## config.mk

```make
export PLATFORM = sky130hd
export DESIGN_NAME = filter_response_meter_flat
export DESIGN_NICKNAME = d
export VERILOG_FILES = /design/src/rtl/filter_response_meter_if.sv /design/src/rtl/filter_response_meter.sv /design/src/flat_wrapper.sv
export SDC_FILE = /design/constraint.sdc
export NUM_CORES = 1
export LEC_CHECK = 0
export CORE_MARGIN = 5
export CORE_UTILIZATION = 45
export DETAILED_ROUTE_END_ITERATION = 10
export PLACE_DENSITY = 0.67
export SETUP_SLACK_MARGIN = 0.05
export SLEW_MARGIN = 10
export SYNTH_ARGS = -nofsm -noshare
export SYNTH_HDL_FRONTEND = slang
export SYNTH_SLANG_ARGS = --single-unit
```

## constraint.sdc

```tcl
create_clock -name clk_144 -period 8.6 [get_ports clk_144]
set_input_delay 1.29 -clock clk_144 [delete_from_list [all_inputs] [get_ports clk_144]]
set_output_delay 1.29 -clock clk_144 [all_outputs]
set_load 0.01 [all_outputs]
```

## src/rtl/filter_response_meter_if.sv

```systemverilog
//==============================================================================
// Module      : filter_response_meter_if
// Description : Sample stream, control handshake and result bus of the
//               filter response meter. The producer/consumer side uses the
//               master modport, the meter uses the slave modport.
// Revision    : 1.0 - initial release
//==============================================================================
`default_nettype none

interface filter_response_meter_if #(
  parameter int DATA_W   = 16,
  parameter int WIN_LOG2 = 6
);
  logic                       sample_valid;
  logic signed [DATA_W-1:0]   sample_in;
  logic                       start;
  logic                       busy;
  logic                       result_valid;
  logic                       result_ready;
  logic signed [DATA_W-1:0]   peak_pos;
  logic signed [DATA_W-1:0]   peak_neg;
  logic        [DATA_W-1:0]   peak_abs;
  logic        [WIN_LOG2:0]   zero_cross;
  logic        [WIN_LOG2:0]   clip_count;
  logic signed [DATA_W-1:0]   dc_mean;

  modport master (
    output sample_valid, sample_in, start, result_ready,
    input  busy, result_valid, peak_pos, peak_neg, peak_abs,
           zero_cross, clip_count, dc_mean
  );

  modport slave (
    input  sample_valid, sample_in, start, result_ready,
    output busy, result_valid, peak_pos, peak_neg, peak_abs,
           zero_cross, clip_count, dc_mean
  );
endinterface

`default_nettype wire

```

## src/rtl/filter_response_meter.sv

```systemverilog
//==============================================================================
// Module      : filter_response_meter
// Description : Captures a window of 2**WIN_LOG2 signed filter output samples
//               and reports positive/negative peak, saturated |peak|,
//               zero-crossing count and clip count. Optional DC mean is
//               built only when the macro METER_DC_EN is defined; otherwise
//               dc_mean is tied to 0.
// Revision    : 1.0 - initial release
//==============================================================================
`default_nettype none

module filter_response_meter #(
  parameter int DATA_W   = 16,
  parameter int WIN_LOG2 = 6
) (
  input  wire logic              clk_144,
  input  wire logic              reset,
  filter_response_meter_if.slave bus
);

  localparam logic signed [DATA_W-1:0] C_SMAX = {1'b0, {(DATA_W-1){1'b1}}};
  localparam logic signed [DATA_W-1:0] C_SMIN = {1'b1, {(DATA_W-1){1'b0}}};
  localparam logic [WIN_LOG2-1:0]      C_LAST = '1;
  localparam logic [WIN_LOG2:0]        C_ONE  = (WIN_LOG2+1)'(1);

  typedef enum logic [1:0] {
    S_IDLE    = 2'd0,
    S_ARM     = 2'd1,
    S_MEASURE = 2'd2,
    S_HOLD    = 2'd3
  } state_t;

  state_t                    state_q;
  logic [WIN_LOG2-1:0]       cnt_q;
  logic signed [DATA_W-1:0]  max_q, max_d;
  logic signed [DATA_W-1:0]  min_q, min_d;
  logic [WIN_LOG2:0]         zc_q, zc_d;
  logic [WIN_LOG2:0]         clip_q, clip_d;
  logic                      prev_neg_q;

  // Registered outputs
  logic                      busy_q;
  logic                      result_valid_q;
  logic signed [DATA_W-1:0]  peak_pos_q;
  logic signed [DATA_W-1:0]  peak_neg_q;
  logic [DATA_W-1:0]         peak_abs_q;
  logic [WIN_LOG2:0]         zero_cross_q;
  logic [WIN_LOG2:0]         clip_count_q;

  logic signed [DATA_W-1:0]  w_sample;
  logic                      w_neg;
  logic signed [DATA_W:0]    w_max_ext, w_min_ext;
  logic [DATA_W:0]           w_abs_max, w_abs_min, w_abs;
  logic [DATA_W-1:0]         w_abs_sat;

`ifdef METER_DC_EN
  logic signed [DATA_W+WIN_LOG2-1:0] acc_q, acc_d;
  logic signed [DATA_W+WIN_LOG2-1:0] w_mean_full;
  logic signed [DATA_W-1:0]          dc_mean_q;
`endif

  // Statistics including the sample currently on the bus; these are the
  // values committed on a strobe, and on the final strobe they are the result.
  always_comb begin
    w_sample = bus.sample_in;
    w_neg    = w_sample[DATA_W-1];
    max_d    = (w_sample > max_q) ? w_sample : max_q;
    min_d    = (w_sample < min_q) ? w_sample : min_q;
    // The first sample of a window only seeds the previous sign.
    zc_d     = ((cnt_q != '0) && (w_neg != prev_neg_q)) ? zc_q + C_ONE : zc_q;
    clip_d   = ((w_sample == C_SMAX) || (w_sample == C_SMIN)) ? clip_q + C_ONE : clip_q;
    // Magnitudes need one extra bit so |most-negative| is representable,
    // then the larger one is clamped back into DATA_W bits.
    w_max_ext = {max_d[DATA_W-1], max_d};
    w_min_ext = {min_d[DATA_W-1], min_d};
    w_abs_max = w_max_ext[DATA_W] ? $unsigned(-w_max_ext) : $unsigned(w_max_ext);
    w_abs_min = w_min_ext[DATA_W] ? $unsigned(-w_min_ext) : $unsigned(w_min_ext);
    w_abs     = (w_abs_max > w_abs_min) ? w_abs_max : w_abs_min;
    w_abs_sat = (w_abs > {1'b0, C_SMAX}) ? C_SMAX : w_abs[DATA_W-1:0];
`ifdef METER_DC_EN
    acc_d       = acc_q + (DATA_W+WIN_LOG2)'(w_sample);
    w_mean_full = acc_d >>> WIN_LOG2;
`endif
  end

  // Control FSM with working statistics and registered result outputs.
  always_ff @(posedge clk_144 or posedge reset) begin
    if (reset) begin
      state_q        <= S_IDLE;
      cnt_q          <= '0;
      max_q          <= '0;
      min_q          <= '0;
      zc_q           <= '0;
      clip_q         <= '0;
      prev_neg_q     <= 1'b0;
      busy_q         <= 1'b0;
      result_valid_q <= 1'b0;
      peak_pos_q     <= '0;
      peak_neg_q     <= '0;
      peak_abs_q     <= '0;
      zero_cross_q   <= '0;
      clip_count_q   <= '0;
`ifdef METER_DC_EN
      acc_q          <= '0;
      dc_mean_q      <= '0;
`endif
    end else begin
      case (state_q)
        S_IDLE: begin
          if (bus.start) begin
            state_q <= S_ARM;
            busy_q  <= 1'b1;
          end
        end
        S_ARM: begin
          // Seed the peaks at the opposite extremes so any sample replaces them.
          max_q      <= C_SMIN;
          min_q      <= C_SMAX;
          cnt_q      <= '0;
          zc_q       <= '0;
          clip_q     <= '0;
          prev_neg_q <= 1'b0;
`ifdef METER_DC_EN
          acc_q      <= '0;
`endif
          state_q    <= S_MEASURE;
        end
        S_MEASURE: begin
          if (bus.sample_valid) begin
            max_q      <= max_d;
            min_q      <= min_d;
            zc_q       <= zc_d;
            clip_q     <= clip_d;
            prev_neg_q <= w_neg;
            cnt_q      <= cnt_q + 1'b1;
`ifdef METER_DC_EN
            acc_q      <= acc_d;
`endif
            if (cnt_q == C_LAST) begin
              peak_pos_q     <= max_d;
              peak_neg_q     <= min_d;
              peak_abs_q     <= w_abs_sat;
              zero_cross_q   <= zc_d;
              clip_count_q   <= clip_d;
`ifdef METER_DC_EN
              dc_mean_q      <= w_mean_full[DATA_W-1:0];
`endif
              result_valid_q <= 1'b1;
              busy_q         <= 1'b0;
              state_q        <= S_HOLD;
            end
          end
        end
        S_HOLD: begin
          if (bus.result_ready) begin
            result_valid_q <= 1'b0;
            state_q        <= S_IDLE;
          end
        end
        default: begin
          state_q <= S_IDLE;
          busy_q  <= 1'b0;
        end
      endcase
    end
  end

  assign bus.busy         = busy_q;
  assign bus.result_valid = result_valid_q;
  assign bus.peak_pos     = peak_pos_q;
  assign bus.peak_neg     = peak_neg_q;
  assign bus.peak_abs     = peak_abs_q;
  assign bus.zero_cross   = zero_cross_q;
  assign bus.clip_count   = clip_count_q;
`ifdef METER_DC_EN
  assign bus.dc_mean      = dc_mean_q;
`else
  assign bus.dc_mean      = '0;
`endif

endmodule

`default_nettype wire

```

## src/flat_wrapper.sv

```systemverilog
// flat-port wrapper written by rule: the top's interface ports become plain ports
module filter_response_meter_flat 
#(
  parameter int DATA_W   = 16,
  parameter int WIN_LOG2 = 6
)
  (clk_144, reset, bus_sample_valid, bus_sample_in, bus_start, bus_result_ready, bus_busy, bus_result_valid, bus_peak_pos, bus_peak_neg, bus_peak_abs, bus_zero_cross, bus_clip_count, bus_dc_mean);
  filter_response_meter_if #(.DATA_W(DATA_W), .WIN_LOG2(WIN_LOG2)) bus_i ();
  input  wire logic clk_144;
  input  wire logic reset;
  input wire logic [$bits(bus_i.sample_valid)-1:0] bus_sample_valid;
  input wire logic [$bits(bus_i.sample_in)-1:0] bus_sample_in;
  input wire logic [$bits(bus_i.start)-1:0] bus_start;
  input wire logic [$bits(bus_i.result_ready)-1:0] bus_result_ready;
  output wire logic [$bits(bus_i.busy)-1:0] bus_busy;
  output wire logic [$bits(bus_i.result_valid)-1:0] bus_result_valid;
  output wire logic [$bits(bus_i.peak_pos)-1:0] bus_peak_pos;
  output wire logic [$bits(bus_i.peak_neg)-1:0] bus_peak_neg;
  output wire logic [$bits(bus_i.peak_abs)-1:0] bus_peak_abs;
  output wire logic [$bits(bus_i.zero_cross)-1:0] bus_zero_cross;
  output wire logic [$bits(bus_i.clip_count)-1:0] bus_clip_count;
  output wire logic [$bits(bus_i.dc_mean)-1:0] bus_dc_mean;
  assign bus_i.sample_valid = bus_sample_valid;
  assign bus_i.sample_in = bus_sample_in;
  assign bus_i.start = bus_start;
  assign bus_i.result_ready = bus_result_ready;
  assign bus_busy = bus_i.busy;
  assign bus_result_valid = bus_i.result_valid;
  assign bus_peak_pos = bus_i.peak_pos;
  assign bus_peak_neg = bus_i.peak_neg;
  assign bus_peak_abs = bus_i.peak_abs;
  assign bus_zero_cross = bus_i.zero_cross;
  assign bus_clip_count = bus_i.clip_count;
  assign bus_dc_mean = bus_i.dc_mean;
  filter_response_meter #(.DATA_W(DATA_W), .WIN_LOG2(WIN_LOG2)) u_core (.clk_144(clk_144), .reset(reset), .bus(bus_i));
endmodule
```

# ---- Word-level counts from Yosys, hierarchy flattened
# Index checks and enable logic that the tools add are counted.
# Widths: inputs -> output; s select.
dict set report totals {
  regBits 119
  output_inout_bits 80
  in_bits 21
}
dict set report op_classes {
  n_reduce_logical 12
  addsub 5
  n_eq_ne 11
  n_lt_le_gt_ge 4
  n_mux 33
}
# op n
set op_table {}
lappend op_table {{$mux 16} 5}
lappend op_table {{$pmux 16 s2} 2}
lappend op_table {{$mux 17} 3}
lappend op_table {{$neg 16->17} 2}
lappend op_table {{$eq 16x16->1 const B} 2}
lappend op_table {{$mux 7} 4}
lappend op_table {{$pmux 7 s2} 2}
lappend op_table {{$gt 17x15->1 const B} 1}
lappend op_table {{$gt 17x17->1} 1}
lappend op_table {{$gt 16x16->1} 1}
lappend op_table {{$lt 16x16->1} 1}
lappend op_table {{$add 7x1->7 const B} 2}
lappend op_table {{$pmux 6 s2} 1}
lappend op_table {{$reduce_and 4->1} 3}
lappend op_table {{$mux 2} 4}
lappend op_table {{$pmux 2 s4} 1}
lappend op_table {{$mux 1} 7}
lappend op_table {{$add 6x1->6 const B} 1}
lappend op_table {{$eq 6x6->1 const B} 1}
lappend op_table {{$mux 6} 1}
lappend op_table {{$ne 2x2->1 const B} 3}
lappend op_table {{$pmux 1 s2} 3}
lappend op_table {{$reduce_bool 2->1} 3}
lappend op_table {{$reduce_bool 6->1} 1}
lappend op_table {{other kinds (9)} 10}

# ---- Longest topological paths before layout
# Gate-level depths: netlist (run 1).
dict set report depth {
  depth_word 8
  depth_mapped 29
  depth_no_buf 25
}

# ---- Worst setup path after synthesis (run 1)
# No wires, ideal clock.
dict set report synth_path {
  path_kind {input -> register}
  start {input port bus_sample_in[6]}
  end {register u_core.peak_abs_q[12] (netlist: u_core.bus.peak_abs[12])}
  arrival_ns 6.597
  slack_ns 1.869
  stages 25
  required_ns 8.466
  path_buffers 3
  path_cell_list {ha_1 a21o_1 a221oi_1 o31ai_1 a211oi_2 or2_1 buf_2 buf_4 mux2i_1 ha_1 nand2_1 or4_1 o31ai_1 xnor2_1 a21oi_1 ha_1 and4_1 a221oi_1 o31ai_1 and2_1 buf_1 a211oi_4 o21ai_4 o41ai_1 a211oi_1}
}
dict set report synth_via {
  elab_chain_len 8
  word_cells_on_any_way 12
  cone_classes {2 x add/sub; 4 x order compare; 6 x mux}
}
# element line
set synth_lines {}
lappend synth_lines {{from (decl)} flat_wrapper.sv:12} ;# input wire logic [$bits(bus_i.sample_in)-1:0] bus_sample_in;
lappend synth_lines {{$gt 16x16->1 or $lt 16x16->1 (tied branches)} {filter_response_meter.sv:67, filter_response_meter.sv:68}}
lappend synth_lines {{$mux 16, on equally long branches} {filter_response_meter.sv:67, filter_response_meter.sv:68}}
lappend synth_lines {{$neg 16->17, on equally long branches} {filter_response_meter.sv:76, filter_response_meter.sv:77}}
lappend synth_lines {{$mux 17, on equally long branches} {filter_response_meter.sv:76, filter_response_meter.sv:77}}
lappend synth_lines {{$gt 17x17->1} filter_response_meter.sv:78} ;# w_abs = (w_abs_max > w_abs_min) ? w_abs_max : w_abs_min;
lappend synth_lines {{$mux 17 (*)} filter_response_meter.sv:78}
lappend synth_lines {{$gt 17x15->1} filter_response_meter.sv:79} ;# w_abs_sat = (w_abs > {1'b0, C_SMAX}) ? C_SMAX : w_abs[DATA_W-1:0];
lappend synth_lines {{$mux 16 (*)} filter_response_meter.sv:79}
lappend synth_lines {{to (signal assigned)} filter_response_meter.sv:142} ;# peak_abs_q <= w_abs_sat;
lappend synth_lines {{to (decl)} filter_response_meter.sv:46} ;# logic [DATA_W-1:0] peak_abs_q;
# Mark *: on every way between the ends. The rest lies on a longest branch, timed or not.
# A chain may end at the register's enable or synchronous reset.

# ---- Worst setup path after layout (run 1)
dict set report layout_path {
  start {input port bus_sample_in[15]}
  end {register u_core.peak_abs_q[12] (netlist: u_core.bus.peak_abs[12])}
}
# Same word-level chain as after synthesis.

==> qor.yml, run 1 <==
floorplan:
  initial_utilization_pct: 45.92
  io_pins: 101
  fp.coreArea_um2: 17360
  rows: 48
  die_y_um: 143.1
  dieWidth_um: 143.1
  die-area_um2: 20470
route:
  drt-total-wl_um: 23120
  drtAntennaViolNets: 0
  dr.pass1.iters: 5
  vias_per_cell: 5.796
  drcViolationCount: 0
  vias: 6967
  top_layer: "met4"
  wire_per_inst_um: 19.23
  wl_met1_um: 10540
  wl_met3_um: 1951
  routed-wl-met2_um: 9949
  drt_iter0_drc: 617
setup_path:
  cp.required_ns: 8.89
  crit_arrival_ns: 7.94
  rrSetupSlack_ns: 1.98
  rr_worst_depth: 25
  crit_fanout: 24
  crit_type: "in2reg"
  crit_path_end_kind: "flip-flop"
  r2r-end: "u_core.bus.peak_abs[12]"
  rr_startpoint: "u_core.min_q[15]"
  start_kind: "primary input"
clock_network:
  clock_latency_ns: 0.43
  cts.sinks: 119
  clkTransAtPathRegs_ns: 0.06
  cts_setup_buffers: 0
  cts_root_buf: "clkbuf_16"
  tritoncts: "done"
  ctsResizeCount: 0
  holdBufCountCts: 0
  numCtsBuffers: 17
  clockBufferDepth: 2
  cts_max_level: 4
cells_and_area:
  antenna_cells: 0
  instances_no_fill: 1202
  drive_gt1_share_pct: 10.03
  nets: 1043
  utilization_pct: 55.39
  multi_input_area_um2: 4582
  seqCellArea_um2: 2978
  syn_to_final_growth_pct: 20.63
  n_fill_cell: 1605
grt:
  grt.overflow.total: 0
  grt_pass1_wl_um: 37270
  grt_util_all_layers_pct: 23.32
  first_global_vias: 6621
  antenna_found_initial: 0
  grt_max_degree: 71
synth:
  synthTopCellsByCount: "dfrtp_1 (119), nor2_1 (97), a21oi_1 (87), nand2_1 (81), ha_1 (58)"
  yosys.cell_count.top_type: "dfrtp_1"
  synth_enable_flop_cells: 0
  syn-cell-area_um2: 7970
  synth_top_area_share_pct: 37.36
  syn_area_per_cell_um2: 9.006
  ys_warn_count: 0
  ys.flop_type: "dfrtp_1"
  yosys-top-cells-area: "dfrtp_1 (37%), ha_1 (9.1%), a21oi_1 (5.5%), nor2_1 (4.6%), nand2_1 (3.8%)"
  ys_ff_latch: 119
  yosys.area.top_type: "dfrtp_1"
  synth_cells: 885
  ys_types: 81
  ys_seq_area_share_pct: 37.36
  synthArstFlopShare_pct: 100.0
sta:
  post-route-period-util_pct: 89.04
  worst_pin_slew_ns: 1.199
  setup_violations: 0
  hold_violations: 0
  rsz0062_at_grt: "no"
  relSlewSlack_pct: 19.33
  fin_ws_ns: 0.9424
  setup-tns-final_ns: 0
  drv_slew: 0
  holdWs_ns: 0.5094
  period_needed_ns: 7.658
  clock_skew_ns: 0.008655
  fmax_mhz: 130.6
power:
  p_leak_uw: 0.004235
  ir_drop_mv: 0.1828
  power_density_nw_per_um2: 364.8
placed_design:
  io_buffer_count: 84
  gp_congestion: 1.018
  dp_hpwl_um: 17060
  dp_cells: 1170
  post-place-ws_ns: 0.7636
outcome:
  outcome: "finished, final reports clean"
worst_hold_path:
  holdCritPathClass: "reg2reg"
  hp-start: "u_core.bus.peak_abs[11]"
  holdPathEnd: "u_core.bus.peak_abs[11]"
  min_path_cells: 1
job:
  max-cap-violations: 0
-- worst max-delay path, stage by stage --
cell             delay (ns)
clkdlybuf4s50_1        0.70
ha_1                   0.55
nand4_4                0.15
a2111o_1               0.52
and4_4                 0.25
nor2_4                 0.54
mux2i_1                0.47
ha_1                   0.27
o221ai_2               0.16
o21ai_0                0.39
xor2_1                 0.13
ha_1                   0.37
a21oi_1                0.19
o21ai_0                0.16
a221oi_1               0.34
o31ai_1                0.13
and2_1                 0.28
a211oi_4               0.43
o21ai_4                0.14
o41ai_1                0.37
a211oi_1               0.08
-- power breakdown --
| part | switching [uW] | total [uW] | leakage, uW | internal [uW] |
|---|---|---|---|---|
| registers | 113 | 755 | 0.00158 | 642 |
| clock network | 279 | 744 | 0.000305 | 465 |
| logic | 1270 | 2010 | 0.00235 | 734 |
| total | 1670 | 3510 | 0.00424 | 1840 |
-- layout make-up --
| type | count | area share, % |
|---|---|---|
| flip-flops and latches | 119 | 30.97 |
| inverters | 41 | 1.627 |
| clock inverters | 14 | 1.783 |
| multi-input cells | 679 | 47.66 |
| repair buffers | 106 | 10.46 |
| well taps | 225 | 2.928 |
| clock buffers | 18 | 4.568 |
-- routing by layer --
layer,track usage (%),vias to the layer above
li1,-,3326
met1,33.23,3284
met2,34.00,309
met3,5.693,48
met4,9.455,0
met5,0,-
-- per-stage QoR --
| step | cell area (um^2) | total power [uW] |
|---|---|---|
| global placement | 9004 | 2698 |
| finish | 9614 | 3507 |
| detailed placement | 9004 | 2699 |
| floorplan | 8030 | 2188 |
| CTS | 9614 | 3470 |
| global route | 9614 | 3750 |
-- worst max-delay path by stage --
stage	startpoint	endpoint	slack, ns	cells past startpoint
after global routing	bus_sample_in[15]	u_core.bus.peak_abs[12]	0.54	21
after global placement	bus_sample_in[15]	u_core.bus.peak_abs[12]	0.88	23
final	bus_sample_in[15]	u_core.bus.peak_abs[12]	0.94	21
after floorplan	bus_sample_in[6]	u_core.bus.peak_abs[12]	1.87	25
after detailed placement	bus_sample_in[15]	u_core.bus.peak_abs[12]	0.76	21
after CTS	bus_sample_in[15]	u_core.bus.peak_abs[12]	1.07	21
-- logic make-up (layout without fill, tap and decap cells) --
kind of cell | after synthesis | in the layout | synth area share (%)
AOI/OAI and AO/OA | 249 | 249 | 21.43
xor gates and xnor gates | 50 | 50 | 5.495
adders and majority gates | 58 | 58 | 9.105
buffers and inverters | 103 | 179 | 5.966
DFF | 119 | 119 | 37.36
muxes | 24 | 24 | 3.108
other | 2 | 18 | 0.09423
and+or+nand+nor | 280 | 280 | 17.44
-- placed cells by master, fill, tap and decap left out, types with 4 or more instances in the layout --
cell             netlist  final
dfrtp_1              119    119
o21ai_0               42     42
a22oi_1                4      4
buf_4                 19     22
a21o_1                 4      4
nor3_1                10      9
mux2i_1               18     18
nand4_1               20     20
nor2_1                97     97
mux2_2                 6      6
clkbuf_16              0     17
nor4_1                 5      5
nand2_1               81     81
inv_1                 41     40
clkinv_4               0      4
nand3_1               15     15
clkinv_2               0      4
a21oi_1               87     87
o221a_2                4      4
and4_1                 4      4
nor2b_1                6      6
a31oi_1               10     10
clkdlybuf4s50_1        0     84
o21ai_1                4      4
xor2_1                22     22
xnor2_1               28     28
o22a_1                15     15
o21a_1                 4      4
o211ai_1               4      4
a211oi_1               6      6
conb_1                 2     18
o22ai_1                5      5
ha_1                  58     58
o31ai_1               13     13
and2_1                 8      8
a22o_1                13     13
and3_1                 5      5
nor3_2                 3      4
-- registers in the layout, summed over array words and instances (netlist names) --
register / flops
u_core.clip_q: 7
u_core.cnt_q: 6
u_core.bus.clip_count: 7
u_core.bus.peak_pos: 16
u_core.bus.peak_neg: 16
u_core.bus.result_valid: 1
u_core.zc_q: 7
u_core.bus.busy: 1
u_core.min_q: 16
u_core.bus.zero_cross: 7
u_core.max_q: 16
u_core.prev_neg_q: 1
u_core.bus.peak_abs: 16
u_core.state_q: 2
No activity file was read; power rests on OpenSTA's default activity.
==> run 2: changes to the inputs <==
- SLEW_MARGIN: 10 -> default
==> results of run 2 <==
Same layout as run 1: the final DEF is identical, and so are final timing and power.
==> run 3: changes to the inputs <==
- PLACE_DENSITY: 0.67 -> 0.78
==> run 3 against run 2 <==
- die area did not move
- setup slack gained 0.13 ns
- worst hold slack lost 0.0039 ns
- count of clock-buffer cells in the layout up 3
- final cell count down 0.33%
- sequential share of layout area rose by 0.19 points
- sequential cell count unchanged
- combinational power about the same
- largest cell class unchanged
==> qor.yml, run 3 (synthesis results as in run 1) <==
floorplan:
  dieWidth_um: 143.1  # unchanged
  die-area_um2: 20470  # unchanged
  fp.coreArea_um2: 17360  # unchanged
  io_pins: 101  # unchanged
  die_y_um: 143.1  # unchanged
  initial_utilization_pct: 45.92  # unchanged
  rows: 48  # unchanged
sta:
  relSlewSlack_pct: 29.98  # +11 points
  clock_skew_ns: 0.01197  # +0.003317 ns
  rsz0062_at_grt: "no"
  setup-tns-final_ns: 0  # unchanged
  period_needed_ns: 7.529  # -0.1287 ns
  fmax_mhz: 132.8  # +1.7%
  drv_slew: 0  # unchanged
  hold_violations: 0  # unchanged
  post-route-period-util_pct: 87.55  # -1.5 points
  setup_violations: 0  # unchanged
  worst_pin_slew_ns: 1.048  # -0.1513 ns
power:
  p_switching_uw: 1649  # -1.1%
  ir_drop_mv: 0.2058  # +13%
  p_int_uw: 1802  # -2.1%
  power_density_nw_per_um2: 361.2  # -0.98%
  pwr-share-clk_pct: 20.4  # -0.8 points
  p_seq_share_pct: 21.9  # +0.4 points
  swShare_pct: 47.78  # +0.25 points
  p_comb_share_pct: 57.6  # +0.3 points
  p_leak_uw: 0.004187  # -1.1%
clock_network:
  cts_max_level: 4  # unchanged
  ctsResizeCount: 0  # unchanged
  clkTransAtPathRegs_ns: 0.05  # about the same
  cts_root_buf: "clkbuf_16"
  holdBufCountCts: 0  # unchanged
  clockBufferDepth: 2  # unchanged
  cts_setup_buffers: 0  # unchanged
  tritoncts: "done"
  numCtsBuffers: 17  # unchanged
  cts.sinks: 119  # unchanged
  clock_latency_ns: 0.43  # about the same
setup_path:
  crit_type: "in2reg"
  rr_startpoint: "u_core.max_q[15]"
  rr_worst_depth: 21  # -16%
  r2r-end: "u_core.bus.peak_abs[12]"
  crit_fanout: 24  # unchanged
  rrSetupSlack_ns: 2.09  # +0.11 ns
  cp.required_ns: 8.89  # about the same
  start_kind: "primary input"
  crit_arrival_ns: 7.82  # -0.12 ns
  crit_path_end_kind: "flip-flop"
job:
  max-cap-violations: 0  # unchanged
grt:
  antenna_found_initial: 0  # unchanged
  grt.overflow.total: 0  # unchanged
  first_global_vias: 6793  # +2.6%
  grt_pass1_wl_um: 36960  # -0.83%
  grt_util_all_layers_pct: 23.13  # -0.19 points
  grt_max_degree: 69  # -2.8%
cells_and_area:
  syn_to_final_growth_pct: 19.87
  nets: 1040  # -0.29%
  layout_common_cells: "dfrtp_1 (119), nor2_1 (97), a21oi_1 (87), clkdlybuf4s50_1 (84), nand2_1 (81)"
  drive_gt1_share_pct: 9.353  # -0.68 points
  final_common_cell: "dfrtp_1"
  antenna_cells: 0  # unchanged
  fin_area_um2: 9554  # -0.62%
route:
  dr.pass1.iters: 5  # unchanged
  vias_per_cell: 5.978  # +3.1%
  wire_per_inst_um: 19.28  # +0.23%
  drt_iter0_drc: 790  # +28%
  drtAntennaViolNets: 0  # unchanged
  drt-total-wl_um: 23090  # about the same
  drcViolationCount: 0  # unchanged
  vias: 7162  # +2.8%
placed_design:
  gp_congestion: 1.043  # +2.4%
  io_buffer_count: 84  # unchanged
  dp_hpwl_um: 17120  # +0.35%
  placed_cell_area_um2: 8981  # -0.25%
outcome:
  outcome: "finished, final reports clean"
worst_hold_path:
  hp-start: "u_core.bus.peak_abs[11]"
  holdCritPathClass: "reg2reg"
  holdPathEnd: "u_core.bus.peak_abs[11]"
  min_path_cells: 1  # unchanged
[run 3: how the worst max path moves through the flow]
stage	start	end	slack [ns]
final	bus_sample_in[15]	u_core.bus.peak_abs[12]	1.07
after global routing	bus_sample_in[15]	u_core.bus.peak_abs[12]	0.72
after CTS	bus_sample_in[15]	u_core.bus.peak_abs[12]	1.26
after detailed placement	bus_sample_in[15]	u_core.bus.peak_abs[12]	0.87
after global placement	bus_sample_in[15]	u_core.bus.peak_abs[12]	1.10
after floorplan	bus_sample_in[6]	u_core.bus.peak_abs[12]	1.87
[run 3: layout make-up]
type	instances	area (um^2)
timing repair buffer	103	983.4
clock inverter	10	122.6
clock buffer	21	450.4
tap	225	281.5
fill	1557	7802
inverter	41	156.4
sequential	119	2978
multi-input combinational	679	4582
[run 3: critical path, cell delays in order]
cell             delay (ns)
clkdlybuf4s50_1        0.65
ha_1                   0.51
nand4_4                0.15
a2111o_1               0.53
and4_4                 0.26
nor2_4                 0.51
mux2i_1                0.50
ha_1                   0.30
o221ai_2               0.18
o21ai_0                0.44
xor2_1                 0.13
ha_1                   0.35
a21oi_1                0.14
o21ai_0                0.11
a221oi_1               0.32
o31ai_1                0.13
and2_1                 0.27
a211oi_4               0.44
o21ai_4                0.14
o41ai_1                0.37
a211oi_1               0.08
[run 3: power by group through the flow]
stage | Clock, uW | Sequential (uW) | Combinational, uW
6_report | 706 | 757 | 1990
5_1_grt | 736 | 770 | 2170
4_1_cts | 712 | 751 | 1940
3_5_place_dp | 0 | 760 | 1920
3_3_place_gp | 0 | 761 | 1900
2_1_floorplan | 0 | 724 | 1460
[run 3: through the flow]
step                      util (%)  std cells  total power, uW  setup slack, ns  hold slack, ns
after CTS                    55.05       1198             3406            1.256          0.5067
after global routing         55.05       1198             3679           0.7184          0.5270
after detailed placement     51.74       1167             2685           0.8655          0.4874
after global placement       51.74       1167             2660            1.097          0.4805
after floorplan                  -        901             2188            1.869          0.4727
final                        55.05       1198             3451            1.071          0.5055
[run 3: metal layers]
layer | GRT usage, % | share of wire [%] | up-vias
met4 | 9.855 | 3.9 | 0
met1 | 32.64 | 44 | 3395
met5 | 0 | 0 | -
met3 | 4.956 | 8.7 | 73
li1 | - | - | 3302
met2 | 34.35 | 44 | 392
==> edit, RTL diff (settings of run 2) <==
Reset style: synchronous (`reset`), changed in one clocked block.
--- a/src/rtl/filter_response_meter.sv
+++ b/src/rtl/filter_response_meter.sv
@@ -84,7 +84,7 @@
   end
 
   // Control FSM with working statistics and registered result outputs.
-  always_ff @(posedge clk_144 or posedge reset) begin
+  always_ff @(posedge clk_144) begin
     if (reset) begin
       state_q        <= S_IDLE;
       cnt_q          <= '0;
Check against the original RTL: differs if reset is asserted again (counterexample within 4 cycles, from zero or initial values and one cycle with reset high); with reset held inactive, the same outputs for 10 cycles.
==> edit against run 2 <==
Combinational power fell by 48%; critical endpoint is now u_core.bus.peak_abs[7]; synthesized area fell by 0.94%; register-to-register slack improved by 0.20 ns; routed wire length fell by 7.9%; largest cell class unchanged; cell area fell by 1.7%; worst setup slack improved by 0.54 ns; via count rose by 2.0%; clock power fell by 2%; power fell by 30%; sequential cell count did not move; synthesized cell count rose by 10%.
==> edit: results (changes against run 2) <==
stage,metric,value,unit,change
outcome,outcome,completed,,
detailed_routing,via/cell ratio,5.58,,-3.7%
place,gpl congestion,0.967,,-5.0%
place,port bufs,84,,unchanged
synth,Synth Area in XOR/XNOR,0.0688,,+0.0138
global_routing,first-pass GRT wire length,35000,um,-6.0%
detailed_routing,Iteration-0 DRC Markers,491,,-20%
detailed_routing,wire length per cell,16.7,um,-13%
synth,async set or reset register ratio after synthesis,0,,-1.00
synth,syn_area_per_cell,8.11,um2,-10%
detailed_routing,met3 routed WL,1170,um,-40%
detailed_routing,DRT met1 WL,9780,um,-7.3%
global_routing,largest net degree at the start of global routing,76,,+7.0%
synth,commonest cells in the netlist,"nor2_1 (161), dfxtp_1 (119), nand2_1 (63)",,
worst_setup_path,"Arr. time, crit path",7.38,ns,-0.56 ns
global_routing,met3 GRT Util,0.0437,,-0.0132
worst_setup_path,critical path's largest stage delay,0.66,ns,-0.04 ns
finish,Finished Layout Cells,1273,,+5.9%
synth,synth top area cells,"dfxtp_1 (30%), ha_1 (9.2%), nor2_1 (7.7%)",,
sta,clock skew,0.00591,ns,-0.00275 ns
worst_setup_path,flop-to-flop setup slack,2.18,ns,+0.20 ns
detailed_routing,met2 WL,9980,um,+0.34%
synth,mux cell area share after synthesis,0.0593,,+0.0282
synth,register area share after synthesis,0.302,,-0.0719
synth,largest area contributor in the netlist,dfxtp_1,,
place,Place WS,1.13,ns,+0.367 ns
sta,achievable frequency,0.140,GHz,+7.5%
worst_setup_path,"Largest delay share family, worst path",simple AND/OR/NAND/NOR gates,,
place,DP Wirelength,15500,um,-8.9%
power,Pleak,0.00346,uW,-18%
power,Max IR drop VDD,170,uV,-7.0%
finish,final-stage net count,1115,,+6.9%
synth,Synthesis Warnings,0,,unchanged
synth,Post-synth EDFFs,0,,unchanged
global_routing,GR Layer Usage met2,0.346,,+0.00569
worst_setup_path,Reg2Reg Launch Point,u_core.max_q[15],,
synth,complex-gate fraction of the synthesized area,0.195,,-0.0189
sta,Hold Slack,0.459,ns,-0.0507 ns
finish,diodes inserted,0,,unchanged
global_routing,met1 GRT Util,0.285,,-0.0477
synth,Netlist cell types,64,,-21%
place,DP Cell Count,1242,,+6.2%
clock_network,root buf cell,clkbuf_16,,
worst_setup_path,largest fanout on the critical path,15,,-38%
place,Post-DP Area,8850,um2,-1.7%
global_routing,GRT Resource Usage Total,0.212,,-0.0209
worst_setup_path,CP startpoint,bus_sample_in[13],,
hold_path,Hold Crit Class,flip-flop to flip-flop,,
global_routing,vias in the first global route,6770,,+2.3%
hold_path,hold_sp,u_core.bus.clip_count[0],,
sta,slew margin rel.,0.256,,+0.0632
finish,ratio of cells with drive above 1 in the final layout,0.0830,,-0.0173
synth,Synth Area in Adders,0.0919,,+0.000866
## edit: changes by cell type in the layout (fill, tap and decap cells not counted), moves of 19 or more
cell | before | now
a311oi_1 | 1 | 20
nor2_1 | 97 | 161
a211oi_1 | 6 | 37
dfrtp_1 | 119 | 0
dfxtp_1 | 0 | 119
a21oi_1 | 87 | 31
## edit: worst paths after layout
kind / endpoint / cells after the start
hold reg to reg: u_core.bus.clip_count[0] / 2
setup / recovery: u_core.bus.peak_abs[7] / 22
hold / removal: u_core.bus.clip_count[0] / 2
setup reg to reg: u_core.bus.peak_abs[7] / 22
## edit: area by class of cell
cell class / count / area [um2]
fill: 1612 / 7780
multi-input combinational: 743 / 4990
tap: 225 / 282
sequential: 119 / 2380
clock buffer: 19 / 453
timing repair buffer: 109 / 1030
inverter: 46 / 173
clock inverter: 12 / 150
## edit: power by group
part	internal (uW)	switching, uW	total [uW]
registers	602	71.5	673
logic	416	638	1050
clock network	468	261	730
total	1490	971	2460
